File: src/rtl/rram_instr_sequencer.sv
// Instruction sequencer: loads a host program into instruction memory, then fetches,
// decodes and issues RRAM operations. Define IMSEQ_JUMP_EN to enable the JUMP opcode.
module rram_instr_sequencer #(
    parameter int DATA_WIDTH = 32,
    parameter int ADDR_WIDTH = 7,
    parameter int RAM_DEPTH  = 64
) (
    input  logic                  clk,
    input  logic                  rst,
    input  logic                  start,
    input  logic                  abort,
    input  logic [ADDR_WIDTH-1:0] start_pc,
    input  logic                  host_wr_valid,
    output logic                  host_wr_ready,
    input  logic [ADDR_WIDTH-1:0] host_wr_addr,
    input  logic [DATA_WIDTH-1:0] host_wr_data,
    output logic                  im_wr_cs,
    output logic                  im_wr_en,
    output logic [ADDR_WIDTH-1:0] im_wr_addr,
    output logic [DATA_WIDTH-1:0] im_wr_data,
    output logic                  im_rd_cs,
    output logic                  im_rd_en,
    output logic [ADDR_WIDTH-1:0] im_rd_addr,
    input  logic [DATA_WIDTH-1:0] im_rd_data,
    output logic                  issue_valid,
    input  logic                  issue_ready,
    output logic [3:0]            issue_opcode,
    output logic [27:0]           issue_operand,
    output logic                  busy,
    output logic                  done,
    output logic                  error,
    output logic [1:0]            err_code,
    output logic [ADDR_WIDTH-1:0] pc
);

    localparam logic [3:0] S_IDLE   = 4'd0;
    localparam logic [3:0] S_WR1    = 4'd1;
    localparam logic [3:0] S_WR2    = 4'd2;
    localparam logic [3:0] S_FETCH1 = 4'd3;
    localparam logic [3:0] S_FETCH2 = 4'd4;
    localparam logic [3:0] S_DECODE = 4'd5;
    localparam logic [3:0] S_ISSUE  = 4'd6;
    localparam logic [3:0] S_DONE   = 4'd7;
    localparam logic [3:0] S_ERROR  = 4'd8;

    localparam logic [3:0] OP_NOP   = 4'h0;
    localparam logic [3:0] OP_READ  = 4'h1;
    localparam logic [3:0] OP_SET   = 4'h2;
    localparam logic [3:0] OP_RESET = 4'h3;
    localparam logic [3:0] OP_FORM  = 4'h4;
    localparam logic [3:0] OP_HALT  = 4'hF;
`ifdef IMSEQ_JUMP_EN
    localparam logic [3:0]          OP_JUMP = 4'h8;
    localparam logic [ADDR_WIDTH:0] DEPTH_W = (ADDR_WIDTH+1)'(RAM_DEPTH);
`endif

    localparam logic [1:0] ERR_NONE    = 2'd0;
    localparam logic [1:0] ERR_ILLEGAL = 2'd1;
    localparam logic [1:0] ERR_OVERRUN = 2'd2;
    localparam logic [1:0] ERR_TARGET  = 2'd3;

    localparam logic [ADDR_WIDTH-1:0] LAST_PC = ADDR_WIDTH'(RAM_DEPTH - 1);

    logic [3:0]            state_q, state_d;
    logic [ADDR_WIDTH-1:0] pc_q, pc_d;
    logic [1:0]            err_q, err_d;
    logic [ADDR_WIDTH-1:0] wr_addr_q, wr_addr_d;
    logic [DATA_WIDTH-1:0] wr_data_q, wr_data_d;
    logic [DATA_WIDTH-1:0] instr_q, instr_d;

    logic                  idle_like;
    logic                  in_wr;
    logic                  in_fetch;
    logic [3:0]            dec_op;

    assign idle_like = (state_q == S_IDLE) || (state_q == S_DONE) || (state_q == S_ERROR);
    assign in_wr     = (state_q == S_WR1) || (state_q == S_WR2);
    assign in_fetch  = (state_q == S_FETCH1) || (state_q == S_FETCH2);
    assign dec_op    = im_rd_data[DATA_WIDTH-1 -: 4];

    always_comb begin
        state_d   = state_q;
        pc_d      = pc_q;
        err_d     = err_q;
        wr_addr_d = wr_addr_q;
        wr_data_d = wr_data_q;
        instr_d   = instr_q;
        case (state_q)
            S_IDLE, S_DONE, S_ERROR: begin
                // A program-load write beats a simultaneous start, which is dropped.
                if (host_wr_valid) begin
                    state_d   = S_WR1;
                    wr_addr_d = host_wr_addr;
                    wr_data_d = host_wr_data;
                    err_d     = ERR_NONE;
                end else if (start) begin
                    state_d = S_FETCH1;
                    pc_d    = start_pc;
                    err_d   = ERR_NONE;
                end
            end
            S_WR1:    state_d = S_WR2;
            S_WR2:    state_d = S_IDLE;
            S_FETCH1: state_d = S_FETCH2;
            S_FETCH2: state_d = S_DECODE;
            S_DECODE: begin
                instr_d = im_rd_data;
                case (dec_op)
                    OP_NOP: begin
                        if (pc_q == LAST_PC) begin
                            state_d = S_ERROR;
                            err_d   = ERR_OVERRUN;
                        end else begin
                            pc_d    = pc_q + ADDR_WIDTH'(1);
                            state_d = S_FETCH1;
                        end
                    end
`ifdef IMSEQ_JUMP_EN
                    OP_JUMP: begin
                        if ({1'b0, im_rd_data[ADDR_WIDTH-1:0]} < DEPTH_W) begin
                            pc_d    = im_rd_data[ADDR_WIDTH-1:0];
                            state_d = S_FETCH1;
                        end else begin
                            state_d = S_ERROR;
                            err_d   = ERR_TARGET;
                        end
                    end
`endif
                    OP_HALT: state_d = S_DONE;
                    OP_READ, OP_SET, OP_RESET, OP_FORM: state_d = S_ISSUE;
                    default: begin
                        state_d = S_ERROR;
                        err_d   = ERR_ILLEGAL;
                    end
                endcase
            end
            S_ISSUE: begin
                if (issue_ready) begin
                    if (pc_q == LAST_PC) begin
                        state_d = S_ERROR;
                        err_d   = ERR_OVERRUN;
                    end else begin
                        pc_d    = pc_q + ADDR_WIDTH'(1);
                        state_d = S_FETCH1;
                    end
                end
            end
            default: state_d = S_IDLE;
        endcase
        if (abort) begin
            state_d = S_IDLE;
            err_d   = ERR_NONE;
        end
    end

    always_ff @(posedge clk) begin
        if (rst) begin
            state_q   <= S_IDLE;
            pc_q      <= '0;
            err_q     <= ERR_NONE;
            wr_addr_q <= '0;
            wr_data_q <= '0;
            instr_q   <= '0;
        end else begin
            state_q   <= state_d;
            pc_q      <= pc_d;
            err_q     <= err_d;
            wr_addr_q <= wr_addr_d;
            wr_data_q <= wr_data_d;
            instr_q   <= instr_d;
        end
    end

    assign host_wr_ready = idle_like;
    assign busy          = !idle_like;
    assign done          = (state_q == S_DONE);
    assign error         = (state_q == S_ERROR);
    assign err_code      = err_q;
    assign pc            = pc_q;

    assign im_wr_cs      = in_wr;
    assign im_wr_en      = in_wr;
    assign im_wr_addr    = in_wr ? wr_addr_q : '0;
    assign im_wr_data    = in_wr ? wr_data_q : '0;
    assign im_rd_cs      = in_fetch;
    assign im_rd_en      = in_fetch;
    assign im_rd_addr    = in_fetch ? pc_q : '0;

    assign issue_valid   = (state_q == S_ISSUE);
    assign issue_opcode  = issue_valid ? instr_q[DATA_WIDTH-1 -: 4] : '0;
    assign issue_operand = issue_valid ? instr_q[27:0] : '0;

endmodule

File: config.mk
export PLATFORM = sky130hd
export DESIGN_NAME = rram_instr_sequencer
export DESIGN_NICKNAME = d
export VERILOG_FILES = /design/src/rtl/rram_instr_sequencer.sv
export SDC_FILE = /design/constraint.sdc
export NUM_CORES = 1
export LEC_CHECK = 0
export CAP_MARGIN = 20
export CORE_UTILIZATION = 46
export CTS_CLUSTER_DIAMETER = 50
export DETAILED_ROUTE_END_ITERATION = 8
export HOLD_SLACK_MARGIN = 0.12
export PLACE_DENSITY_LB_ADDON = 0.05
export SLEW_MARGIN = 30
export SYNTH_ARGS = -nofsm -noshare
export SYNTH_HDL_FRONTEND = slang
export SYNTH_SLANG_ARGS = --single-unit
File: constraint.sdc
create_clock -name clk -period 5.5 [get_ports clk]
set_clock_uncertainty 0.1 [all_clocks]
set_input_delay 1.1 -clock clk [delete_from_list [all_inputs] [get_ports clk]]
set_output_delay 1.1 -clock clk [all_outputs]
set_load 0.02 [all_outputs]
==> parameters.txt <==
Parameter                              Value

Synthesis
  Mean instance size in the synthesized netlist ... 7.55 um^2
  Main flop type after synthesis ... dfxtp_1
  Cell type with the highest aggregate area in the netlist ... dfxtp_1
  Area fraction of the dominant cell type after synthesis ... between 40% and 50%
  Cell types with the largest area share after synthesis ... dfxtp_1 41%, nand2_1 14%, and2_1 12%, a21oi_1 9.9%, clkbuf_1 2.3%
  Number of enable flip-flop cells after synthesis ... 0
  Async set-or-reset flop fraction in the synthesized netlist ... 0%
  Post-synthesis cell type count ... 57
  Synthesized netlist cell count ... 538
  Synthesized Nets ... 623
  Post-Syn Area ... 0.00406 mm^2
  YS warnings ... 0
  Seq cells post-synth ... 84
  Sequential cell area fraction in the yosys report ... 41.4%

Place
  Instance area at placement ... just under 0.006 mm^2
  Number of port buffers ... 179
  DPL Wire Length ... 8.03 mm
  Placer Congestion ... 0.858

Finish
  Number of antenna cells inserted ... 0
  Layout cell share with drive strength beyond 1 ... 5.59%
  Final Instance Area ... 0.00604 mm^2
  Number of nets in the final layout ... 779
  Area of the multi-input gates ... 0.00216 mm^2
  Area added between synthesis and finish ... 48.6%
  Number of inserted filler cells in the final layout ... 711
  Footprint of the flip-flops and latches ... 0.00168 mm^2

Global routing
  First-pass GRT wire length ... 17.4 mm
  Aggregate global routing overflow ... 0
  Vias in the first global route ... 3798
  M3 GR Usage ... 5.61%
  Global routing met1 resource utilization ... 28.8%
  Met2 track utilization from global routing ... 42.8%
  Global route hottest layer ... met2
  Overall global routing resource usage ... 24.3%
  Initial antenna violation count ... 0
  Largest net degree at the start of global routing ... 46

CTS
  PostCTS Resize Cnt ... 0
  Clock net sink count ... 84
  Cts bufs inserted ... 9
  Post-CTS Repair Setup Buffers ... 0
  Clk buf depth ... 2
  Clk pin slew, worst setup/hold paths ... 80 ps
  Clk Latency, worst-skew pair ... 340 ps
  CTS tree ... built
  Root buffer cell ... clkbuf_8
  Maximum level of the CTS H-tree ... 3
  Hold_buf cts ... 0

Pwr
  Largest voltage drop on the vdd net ... 141 uV
  Power density normalized to cell area ... 223 mW/mm^2
  Standby leakage power ... 2.15 nW

Detailed routing
  Iteration-0 DRC count of the detailed router ... 181
  Detailed-route wire length ... between 10 and 15 mm
  Overall via count from detail_route ... 4185
  Via/cell ratio ... between 5 and 6
  Average detailed-routed wire length per instance ... around 14 um
  Number of iterations in the first detailed-routing pass ... 4
  Post-detailed-route DRC marker count ... 0
  Residual antenna-violating net count after detailed routing ... 0

Timing
  Highest clock rate ... 244 MHz
  Worst max-slew margin expressed relative to the limit ... 45.7%
  Min Clock Period, post-route ... 4100 ps
  Unrepaired setup endpoints after global routing ... no
  Final sum of negative setup slack ... 0 ps
  Total count of hold-check failures in the final report ... 0
  Transition time of the tightest slew-check pin ... 810 ps
  Final-report setup violation count ... 0
  Max Slew Vio Count ... 0
  Share of the clock period used by the worst path after layout ... 74.5%

Die
  Overall die area ... 0.00921 mm^2
  Std-Cell Rows ... 33
  Core area ... 0.00838 mm^2
  Die extent in x ... 96.0 um
  Vertical die dimension ... 96.0 um
  Effective utilization at floorplan ... 48.5%
  Count of pins on the block boundary ... 180

Worst setup path
  Endpoint arrival time on the critical path ... 2900 ps
  Maximum net fanout on the critical path ... 25
  Crit path required time ... 4300 ps
  Worst reg2reg setup slack ... 3080 ps
  Category of the most critical setup path ... reg2out
  Worst Setup End Kind ... primary output
  Sort of element at the start of the critical path ... flip-flop

Status
  Result of the run ... complete, no violations

Min path
  Worst min path class ... reg2reg

Run
  Count of maximum capacitance violations ... 0
## report_power, final
group / switching, mW / leakage [nW] / total, mW / internal, mW
clock network: 0.212 / 0.102 / 0.464 / 0.252
registers: 0.0188 / 0.684 / 0.651 / 0.633
logic: 0.112 / 1.36 / 0.230 / 0.117
## cell families (layout without fill, tap and decap cells)
family / Yosys count / after routing / synth area share, %
compound gates: 122 / 122 / 18.3
flops: 84 / 84 / 41.4
fa+ha+maj: 1 / 1 / 0.308
xor+xnor: 1 / 1 / 0.216
buf+inv: 47 / 207 / 5.54
mux: 1 / 1 / 0.277
simple gates: 282 / 282 / 33.9
## through the flow
step                      power [mW]  hold WS (ps)  instances  utilization [%]  setup WS, ps
final                           1.35           353        803             72.1          1400
after global routing            1.40           373        803             72.1          1160
after CTS                       1.36           354        803             72.1          1400
after global placement         0.889           337        788             69.6          1920
after detailed placement       0.896           343        788             69.6          1790
after floorplan                0.779           332        538                -          2590
## worst max-delay path: stages (launching register included)
cell and delay [ps]:
dfxtp_1 630, xnor2_1 170, nor3_2 640, buf_4 350, and2_1 160, clkdlybuf4s50_1 600
## flip-flops by register name (all words and copies together), names as in the netlist
register and count:
err_code 2, instr_q 32, pc 7, state_q 4, wr_data_q 32, wr_addr_q 7
## cell usage after synthesis (all sizes together) (3+ instances only)
cell type,number
o31ai,3
or3,5
nand2,153
dfxtp,84
nand2b,5
nor3,8
nor2b,3
nand3,5
o21ai,9
nor2,13
inv,7
a31oi,3
o311ai,3
clkbuf,25
and2,79
buf,15
a211oi,3
a21oi,82
## placed cells by master, fill, tap and decap left out, types with 2 or more instances in the layout
cell type,synthesis,routed
buf_4,7,6
nor2b_1,3,2
o311ai_1,3,3
a21oi_1,80,80
nor2_1,11,11
nand2_1,153,153
a21o_1,2,2
bufinv_16,0,2
or3_1,5,5
and2_1,79,79
a21oi_2,2,2
o31ai_1,3,3
inv_1,7,7
a211oi_2,2,2
clkinv_2,0,2
o221a_2,2,2
nor3_1,7,6
a31oi_1,3,3
nor3_2,1,2
clkbuf_8,0,9
clkdlybuf4s50_1,0,178
dfxtp_1,84,84
nand2b_1,5,5
o21ai_0,7,7
nand3_1,5,5
o31a_1,2,2
## routing by layer
metal  vias to the layer above  part of all wire [%]  wire (um)
li1                       2090                     -          -
met1                      1962                    42       4690
met2                       123                    50       5600
met3                        10                   6.4        718
met4                         0                   1.2        133
met5                         -                     0          0
## path summary, 6_finish.rpt
kind	cells after the start	to	from
worst min register to register	2	instr_q[12]$_SDFFE_PP0P_	instr_q[12]$_SDFFE_PP0P_
worst max register to register	6	wr_data_q[7]$_SDFFE_PP0P_	state_q[0]$_SDFFE_PP0P_
worst min-delay path	2	instr_q[12]$_SDFFE_PP0P_	instr_q[12]$_SDFFE_PP0P_
worst max-delay path	5	im_wr_data[5]	state_q[0]$_SDFFE_PP0P_
## layout make-up
class / instances / share of cell area (%)
Sequential cell: 84 / 27.8
Tap cell: 105 / 2.17
Clock inverter: 5 / 1.28
Timing Repair Buffer: 185 / 30.3
Clock buffer: 10 / 2.11
Inverter: 7 / 0.435
Multi-Input combinational cell: 407 / 35.8
Power figures use the tool's default switching activity.
